--- config.mk ---
export PLATFORM = sky130hd
export DESIGN_NAME = lsu_mem_port
export DESIGN_NICKNAME = d
export VERILOG_FILES = /design/src/rtl/lsu_pkg.sv /design/src/rtl/lsu_align.sv /design/src/rtl/lsu_mem_port.sv
export SDC_FILE = /design/constraint.sdc
export NUM_CORES = 1
export LEC_CHECK = 0
export BUFFER_PORTS_ARGS = -buffer_cell sky130_fd_sc_hd__buf_2
export CORE_UTILIZATION = 50
export CTS_CLUSTER_DIAMETER = 30
export DETAILED_ROUTE_END_ITERATION = 16
export GPL_ROUTABILITY_DRIVEN = 0
export GPL_TIMING_DRIVEN = 0
export PLACE_DENSITY = 0.76
export SYNTH_ARGS = -nofsm -noshare
export SYNTH_HDL_FRONTEND = slang
export SYNTH_SLANG_ARGS = --single-unit
--- constraint.sdc ---
create_clock -name clk -period 8.4 [get_ports clk]
set_clock_uncertainty 0.15 [all_clocks]
set_input_delay 1.68 -clock clk [delete_from_list [all_inputs] [get_ports clk]]
set_output_delay 1.68 -clock clk [all_outputs]
set_load 0.02 [all_outputs]
--- src/rtl/lsu_pkg.sv ---
// Shared types and helpers for the load/store memory port.
package lsu_pkg;

    typedef enum logic [1:0] {
        BYTE    = 2'd0,
        HALF    = 2'd1,
        WORD    = 2'd2,
        ILLEGAL = 2'd3
    } size_e;

    typedef enum logic [1:0] {
        IDLE  = 2'd0,
        ISSUE = 2'd1,
        WAIT  = 2'd2,
        RESP  = 2'd3
    } state_e;

    function automatic logic [2:0] size_bytes(input size_e size);
        case (size)
            BYTE:    return 3'd1;
            HALF:    return 3'd2;
            WORD:    return 3'd4;
            default: return 3'd0;
        endcase
    endfunction

    // Low n bits set; n is at most 4 for any legal access.
    function automatic logic [3:0] byte_mask(input logic [2:0] n);
        case (n)
            3'd0:    return 4'b0000;
            3'd1:    return 4'b0001;
            3'd2:    return 4'b0011;
            3'd3:    return 4'b0111;
            default: return 4'b1111;
        endcase
    endfunction

endpackage

--- src/rtl/lsu_align.sv ---
// Split detection, part-2 address/mask/data and load assembly with extension.
module lsu_align
    import lsu_pkg::*;
(
    input  logic [31:0] addr,
    input  size_e       size,
    input  logic        zero_ext,
    input  logic [31:0] wdata,
    input  logic [31:0] part1,
    input  logic [31:0] part2,
    output logic        split,
    output logic [31:0] p2_addr,
    output logic [3:0]  p2_mask,
    output logic [31:0] p2_data,
    output logic [31:0] load_data
);

    logic [2:0]  nbytes_s;
    logic [2:0]  room_s;
    logic [2:0]  n1_s;
    logic [5:0]  shamt_s;
    logic [3:0]  size_mask_s;
    logic [3:0]  keep_mask_s;
    logic [31:0] keep_bits_s;
    logic [31:0] raw_s;

    assign nbytes_s    = size_bytes(size);
    assign room_s      = 3'd4 - {1'b0, addr[1:0]};
    assign split       = (nbytes_s > room_s);
    assign n1_s        = split ? room_s : nbytes_s;
    assign shamt_s     = {n1_s, 3'b000};
    assign size_mask_s = byte_mask(nbytes_s);

    assign p2_addr = {addr[31:2], 2'b00} + 32'd4;
    assign p2_mask = size_mask_s >> n1_s;
    assign p2_data = wdata >> shamt_s;

    // Part 1 contributes only its first n1 bytes; part 2 lands above them.
    assign keep_mask_s = byte_mask(n1_s);
    assign keep_bits_s = {{8{keep_mask_s[3]}}, {8{keep_mask_s[2]}},
                          {8{keep_mask_s[1]}}, {8{keep_mask_s[0]}}};
    assign raw_s       = (part1 & keep_bits_s) | (part2 << shamt_s);

    // Truncate to the access size and extend.
    always_comb begin
        case (size)
            BYTE:    load_data = zero_ext ? {24'd0, raw_s[7:0]}  : {{24{raw_s[7]}}, raw_s[7:0]};
            HALF:    load_data = zero_ext ? {16'd0, raw_s[15:0]} : {{16{raw_s[15]}}, raw_s[15:0]};
            WORD:    load_data = raw_s;
            default: load_data = 32'd0;
        endcase
    end

endmodule

--- src/rtl/lsu_mem_port.sv ---
// Load/store port to a single-port word RAM: one access at a time, split
// across word boundaries, with a watchdog on missing RAM valids.
module lsu_mem_port
    import lsu_pkg::*;
#(
    parameter int TIMEOUT = 15
)
(
    input  logic        clk,
    input  logic        rst_n,
    input  logic        i_req_valid,
    output logic        o_req_ready,
    input  logic        i_req_we,
    input  logic [1:0]  i_req_size,
    input  logic        i_req_unsigned,
    input  logic [31:0] i_req_addr,
    input  logic [31:0] i_req_wdata,
    output logic        o_resp_valid,
    output logic [31:0] o_resp_rdata,
    output logic        o_resp_err,
    output logic        o_mem_rd,
    output logic        o_mem_wr,
    output logic [31:0] o_mem_addr,
    output logic [3:0]  o_mem_wrmask,
    output logic [31:0] o_mem_data,
    input  logic        i_mem_rd_valid,
    input  logic        i_mem_wr_valid,
    input  logic [31:0] i_mem_data
);

    localparam int CW = (TIMEOUT < 2) ? 1 : $clog2(TIMEOUT);
    localparam logic [CW-1:0] WD_LAST = CW'(TIMEOUT - 1);

    state_e      state_r,      state_nxt_s;
    logic [31:0] addr_r,       addr_nxt_s;
    size_e       size_r,       size_nxt_s;
    logic        we_r,         we_nxt_s;
    logic        zext_r,       zext_nxt_s;
    logic [31:0] wdata_r,      wdata_nxt_s;
    logic        part_r,       part_nxt_s;
    logic [31:0] part1_r,      part1_nxt_s;
    logic [CW-1:0] wd_cnt_r,   wd_cnt_nxt_s;
    logic        mem_rd_r,     mem_rd_nxt_s;
    logic        mem_wr_r,     mem_wr_nxt_s;
    logic [31:0] mem_addr_r,   mem_addr_nxt_s;
    logic [3:0]  mem_mask_r,   mem_mask_nxt_s;
    logic [31:0] mem_data_r,   mem_data_nxt_s;
    logic        resp_valid_r, resp_valid_nxt_s;
    logic        resp_err_r,   resp_err_nxt_s;
    logic [31:0] resp_rdata_r, resp_rdata_nxt_s;

    logic        mem_hit_s;
    logic        split_s;
    logic [31:0] p2_addr_s;
    logic [3:0]  p2_mask_s;
    logic [31:0] p2_data_s;
    logic [31:0] load_data_s;

    assign mem_hit_s = we_r ? i_mem_wr_valid : i_mem_rd_valid;

    lsu_align u_align (
        .addr      (addr_r),
        .size      (size_r),
        .zero_ext  (zext_r),
        .wdata     (wdata_r),
        .part1     (part_r ? part1_r : i_mem_data),
        .part2     (part_r ? i_mem_data : 32'd0),
        .split     (split_s),
        .p2_addr   (p2_addr_s),
        .p2_mask   (p2_mask_s),
        .p2_data   (p2_data_s),
        .load_data (load_data_s)
    );

    // Next-state, RAM strobe and response decode.
    always_comb begin
        state_nxt_s      = state_r;
        addr_nxt_s       = addr_r;
        size_nxt_s       = size_r;
        we_nxt_s         = we_r;
        zext_nxt_s       = zext_r;
        wdata_nxt_s      = wdata_r;
        part_nxt_s       = part_r;
        part1_nxt_s      = part1_r;
        wd_cnt_nxt_s     = wd_cnt_r;
        mem_rd_nxt_s     = 1'b0;
        mem_wr_nxt_s     = 1'b0;
        mem_addr_nxt_s   = mem_addr_r;
        mem_mask_nxt_s   = mem_mask_r;
        mem_data_nxt_s   = mem_data_r;
        resp_valid_nxt_s = 1'b0;
        resp_err_nxt_s   = 1'b0;
        resp_rdata_nxt_s = 32'd0;
        case (state_r)
            IDLE: begin
                if (i_req_valid) begin
                    addr_nxt_s  = i_req_addr;
                    size_nxt_s  = size_e'(i_req_size);
                    we_nxt_s    = i_req_we;
                    zext_nxt_s  = i_req_unsigned;
                    wdata_nxt_s = i_req_wdata;
                    part_nxt_s  = 1'b0;
                    part1_nxt_s = 32'd0;
                    if (i_req_size == ILLEGAL) begin
                        state_nxt_s      = RESP;
                        resp_valid_nxt_s = 1'b1;
                        resp_err_nxt_s   = 1'b1;
                    end else begin
                        state_nxt_s    = ISSUE;
                        mem_rd_nxt_s   = ~i_req_we;
                        mem_wr_nxt_s   = i_req_we;
                        mem_addr_nxt_s = i_req_addr;
                        mem_mask_nxt_s = byte_mask(size_bytes(size_e'(i_req_size)));
                        mem_data_nxt_s = i_req_wdata;
                    end
                end else begin
                    state_nxt_s = IDLE;
                end
            end
            ISSUE: begin
                state_nxt_s  = WAIT;
                wd_cnt_nxt_s = '0;
            end
            WAIT: begin
                if (mem_hit_s) begin
                    // A split access re-enters ISSUE once, for the next word.
                    if (!part_r && split_s) begin
                        state_nxt_s    = ISSUE;
                        part_nxt_s     = 1'b1;
                        part1_nxt_s    = i_mem_data;
                        mem_rd_nxt_s   = ~we_r;
                        mem_wr_nxt_s   = we_r;
                        mem_addr_nxt_s = p2_addr_s;
                        mem_mask_nxt_s = p2_mask_s;
                        mem_data_nxt_s = p2_data_s;
                    end else begin
                        state_nxt_s      = RESP;
                        resp_valid_nxt_s = 1'b1;
                        resp_rdata_nxt_s = we_r ? 32'd0 : load_data_s;
                    end
                end else if (wd_cnt_r == WD_LAST) begin
                    state_nxt_s      = RESP;
                    resp_valid_nxt_s = 1'b1;
                    resp_err_nxt_s   = 1'b1;
                end else begin
                    wd_cnt_nxt_s = wd_cnt_r + CW'(1);
                end
            end
            RESP: begin
                state_nxt_s = IDLE;
            end
            default: begin
                state_nxt_s = IDLE;
            end
        endcase
    end

    // State and output registers; reset drops any access in flight.
    always_ff @(posedge clk) begin
        if (!rst_n) begin
            state_r      <= IDLE;
            addr_r       <= 32'd0;
            size_r       <= BYTE;
            we_r         <= 1'b0;
            zext_r       <= 1'b0;
            wdata_r      <= 32'd0;
            part_r       <= 1'b0;
            part1_r      <= 32'd0;
            wd_cnt_r     <= '0;
            mem_rd_r     <= 1'b0;
            mem_wr_r     <= 1'b0;
            mem_addr_r   <= 32'd0;
            mem_mask_r   <= 4'd0;
            mem_data_r   <= 32'd0;
            resp_valid_r <= 1'b0;
            resp_err_r   <= 1'b0;
            resp_rdata_r <= 32'd0;
        end else begin
            state_r      <= state_nxt_s;
            addr_r       <= addr_nxt_s;
            size_r       <= size_nxt_s;
            we_r         <= we_nxt_s;
            zext_r       <= zext_nxt_s;
            wdata_r      <= wdata_nxt_s;
            part_r       <= part_nxt_s;
            part1_r      <= part1_nxt_s;
            wd_cnt_r     <= wd_cnt_nxt_s;
            mem_rd_r     <= mem_rd_nxt_s;
            mem_wr_r     <= mem_wr_nxt_s;
            mem_addr_r   <= mem_addr_nxt_s;
            mem_mask_r   <= mem_mask_nxt_s;
            mem_data_r   <= mem_data_nxt_s;
            resp_valid_r <= resp_valid_nxt_s;
            resp_err_r   <= resp_err_nxt_s;
            resp_rdata_r <= resp_rdata_nxt_s;
        end
    end

    assign o_req_ready  = (state_r == IDLE);
    assign o_resp_valid = resp_valid_r;
    assign o_resp_rdata = resp_rdata_r;
    assign o_resp_err   = resp_err_r;
    assign o_mem_rd     = mem_rd_r;
    assign o_mem_wr     = mem_wr_r;
    assign o_mem_addr   = mem_addr_r;
    assign o_mem_wrmask = mem_mask_r;
    assign o_mem_data   = mem_data_r;

endmodule

==> impl_results.rst <==
.. list-table::
   :header-rows: 1

   * - Metric
     - Value
   * - Layout cells sized above 1
     - 22.0%
   * - Number of DRC violations after detailed routing
     - 0
   * - Total number of clock tree sinks
     - 211
   * - CTS-repair resized insts
     - 0
   * - Portion of the clock cycle consumed by the worst path in the final layout
     - 44.4%
   * - Most common library cell in the layout ignoring fill and taps
     - sky130_fd_sc_hd__nand2_1
   * - Standard cell core area
     - 0.0195 sq mm
   * - Worst EP required
     - 8640 ps
   * - IO buf count
     - 209
   * - Effective utilization at floorplan
     - 51.0%
   * - Cell area after technology mapping
     - 0.00997 sq mm
   * - Hold Path Depth
     - 2
   * - Maximum clock frequency
     - 268 MHz
   * - Ranking of synthesized cells by area
     - sky130_fd_sc_hd__dfxtp_1, sky130_fd_sc_hd__nand2_1, sky130_fd_sc_hd__a21oi_1, sky130_fd_sc_hd__nand3_1, sky130_fd_sc_hd__nor2_1
   * - Clock transition at path regs
     - 50 ps
   * - Warnings from Yosys
     - 0
   * - Worst path setup slack after routing
     - 4670 ps
   * - Startpoint type of the worst setup path
     - register
   * - Width of the die
     - 143 um
   * - Detail Route met3 WL
     - 3370 um
   * - Share of the synthesized area in the top cell type
     - 42.4%
   * - Y dimension of the die
     - 143 um
   * - Met1 layer wirelength in the final routing
     - 13,500 um
   * - Sequential cell area fraction in the yosys report
     - 42.4%
   * - DR vias
     - 10,679
   * - Number of flops mapped to enable cells by yosys
     - 0
   * - Max Cap Violations
     - 0
   * - Setup_tns
     - 0 ps
   * - Top layer used by detailed routing
     - met4
   * - Slew headroom
     - 44.4%
   * - Worst reg2reg path startpoint
     - addr_r[0]
   * - Status
     - finished, final reports clean
   * - Clock Root Buffer
     - sky130_fd_sc_hd__clkbuf_16
   * - Maximum fanout count along the critical path
     - 10
   * - Final net count
     - 1,621
   * - Total power per unit cell area
     - 274 mW/mm^2
   * - CP arrival
     - 3970 ps
   * - Peak supply drop
     - 192 uV
   * - Row count
     - 51
   * - Maximum number of pins on one net before global-route repair
     - 12
   * - Wire length of the first global-routing pass
     - 52,600 um
   * - Antenna violations before repair
     - 3
   * - Classification of the worst-slack hold path
     - register to register
   * - Via count of the first global-routing pass
     - 9,991
   * - Mapped Avg Cell Area
     - 8.00 sq um
   * - Hold Crit Start
     - o_mem_addr[6]
   * - Met2 wire length
     - 15,400 um
   * - Total overflow reported by the global router
     - 0
   * - Transition time of the tightest slew-check pin
     - 828 ps
   * - Sum of routed wire length over all layers
     - 34,000 um
   * - Clock buffer count from CTS
     - 43
   * - Cell area reported after detailed placement
     - 0.0113 sq mm
   * - Total of flip-flops plus latches after synthesis
     - 211
   * - Worst Path Class, Setup
     - register to register
   * - Final hold violation count
     - 0
   * - Latest clock arrival within the worst-skew pair
     - 520 ps
   * - Vias per std cell
     - 5.93
   * - Post-DP HPWL
     - 24,500 um
   * - Instance count of the mapped netlist
     - 1,246
   * - Setup repair after global routing missed its margin
     - no
   * - Final min period
     - 3730 ps
   * - Area added between synthesis and finish
     - 28.3%
   * - Sort of element at the end of the critical path
     - register
   * - Total Die Area
     - 0.0205 sq mm
   * - Router iterations before antenna repair
     - 9
   * - Number of buffers inserted to repair setup after CTS
     - 0
   * - Number of buffers on the longest clock path
     - 3
   * - Post-route cell area
     - 0.0128 sq mm
   * - End of the worst register-to-register path
     - o_mem_data[18]
   * - Static leakage
     - 5.20 nW
   * - Layout Utilization
     - 65.5%
   * - Worst Reg2Reg Path Length in Cells
     - 12
   * - I/O pins
     - 210
   * - Count of H-tree levels built during CTS
     - 2
   * - Net Count, Synth
     - 1,367
   * - Dominant register cell in the synthesized netlist
     - sky130_fd_sc_hd__dfxtp_1
   * - Post-synthesis cell type with the largest combined area
     - sky130_fd_sc_hd__dfxtp_1
   * - Asr flop ratio synth
     - 0%
   * - End of the worst hold path
     - o_mem_addr[6]
   * - Power Total
     - 0.00350 W
   * - Minimum setup slack among reg-to-reg paths
     - 4670 ps
   * - Worst Setup Slack post-DPL
     - 4220 ps
   * - DRC marker count from the first detailed-route iteration
     - 1,138
   * - Post-CTS Hold Fix Bufs
     - 0
   * - Remaining antenna violation count after routing
     - 0
   * - Gr usage total
     - 33.2%
   * - Unique cell type count in the Yosys netlist
     - 63
   * - Commonest cells after routing, fill and taps aside
     - sky130_fd_sc_hd__nand2_1, sky130_fd_sc_hd__buf_2, sky130_fd_sc_hd__dfxtp_1
   * - Final setup vio count
     - 0
   * - Final number of max-transition violations
     - 0
   * - Clock tree from TritonCTS
     - yes
   * - Routed length per instance
     - 18.9 um
==> critical path, stage by stage, from the launching register on <==
cell                       delay (ps)
sky130_fd_sc_hd__dfxtp_1          450
sky130_fd_sc_hd__inv_1             80
sky130_fd_sc_hd__ha_1             320
sky130_fd_sc_hd__inv_1             80
sky130_fd_sc_hd__ha_1             290
sky130_fd_sc_hd__nand2b_1         100
sky130_fd_sc_hd__a21oi_4          230
sky130_fd_sc_hd__nand2_2          180
sky130_fd_sc_hd__nor4_4           490
sky130_fd_sc_hd__o22ai_2          400
sky130_fd_sc_hd__clkbuf_1         360
sky130_fd_sc_hd__a211oi_1         380
sky130_fd_sc_hd__nor3_1            80
==> cells in the mapped netlist (all sizes together), types with 7 or more instances <==
master,count
a211oi,17
a21oi,168
a221oi,33
a22o,14
a32o,7
a32oi,9
and2,8
and3,13
buf,26
clkbuf,67
dfxtp,211
ha,16
inv,14
mux2,18
mux2i,28
nand2,266
nand2b,7
nand3,74
nor2,84
nor3,15
o211ai,13
o21ai,52
o22ai,10
o2bb2ai,8
xnor2,10
xor2,18
==> registers in the layout, indices dropped and copies added, names as in the netlist, 2 cells and up <==
name and cells:
wdata_r 32, o_resp_rdata 32, part1_r 32, o_mem_data 32
state_r 2, wd_cnt_r 4, addr_r 32, size_r 2
o_mem_addr 32, o_mem_wrmask 4
==> routing by layer <==
layer,up-vias,GRT usage [%]
met1,4965,41.4
met3,133,6.81
met4,0,18.9
met5,-,0
met2,642,53.1
li1,4939,-
==> power by group <==
group          switching [W]  total (W)  leakage (nW)  internal (W)
Sequential         0.0000547    0.00113          1.72       0.00108
Clock               0.000594    0.00168         0.680       0.00109
Combinational       0.000458   0.000689          2.80      0.000232
Total                0.00111    0.00350          5.20       0.00240
==> through the flow <==
| stage | cells | hold slack [ps] |
|---|---|---|
| floorplan | 1246 | 286 |
| global placement | 1720 | 290 |
| detailed placement | 1720 | 299 |
| CTS | 1798 | 306 |
| global route | 1800 | 320 |
| finish | 1801 | 302 |
==> how the worst max path moves through the flow <==
stage	end	from	cells after the start	slack (ps)
2_1_floorplan	o_mem_addr[3]	i_mem_rd_valid	7	5000
3_3_place_gp	o_mem_addr[23]	i_mem_rd_valid	9	4250
3_5_place_dp	o_mem_addr[23]	i_mem_rd_valid	9	4220
4_1_cts	o_mem_data[15]	addr_r[0]	13	4700
5_1_grt	o_mem_data[15]	addr_r[0]	13	4450
6_report	o_mem_data[18]	addr_r[0]	12	4670
==> final cells by class <==
cell class	count	area [sq um]
inverters	14	52.6
clock inverters	32	333
well taps	265	332
repair buffers	209	1050
plain buffers	93	395
flip-flops and latches	211	4220
clock buffers	46	1110
multi-input cells	928	5300
diodes	3	7.51
fillers	1701	6730
==> logic make-up (layout without fill, tap and decap cells) <==
| kind of cell | count (synthesis) | in the layout | synth area share, % |
|---|---|---|---|
| other | 0 | 3 | 0 |
| AND/OR/NAND/NOR | 488 | 488 | 21.4 |
| multiplexers | 46 | 46 | 4.88 |
| buffers and inverters | 107 | 394 | 4.49 |
| adder cells (fa/ha/maj) | 16 | 16 | 2.01 |
| AO/OA/AOI/OAI | 350 | 350 | 22.4 |
| XOR/XNOR | 28 | 28 | 2.46 |
| flip-flops | 211 | 211 | 42.4 |
Note: power is estimated with default switching activity, not from simulation.
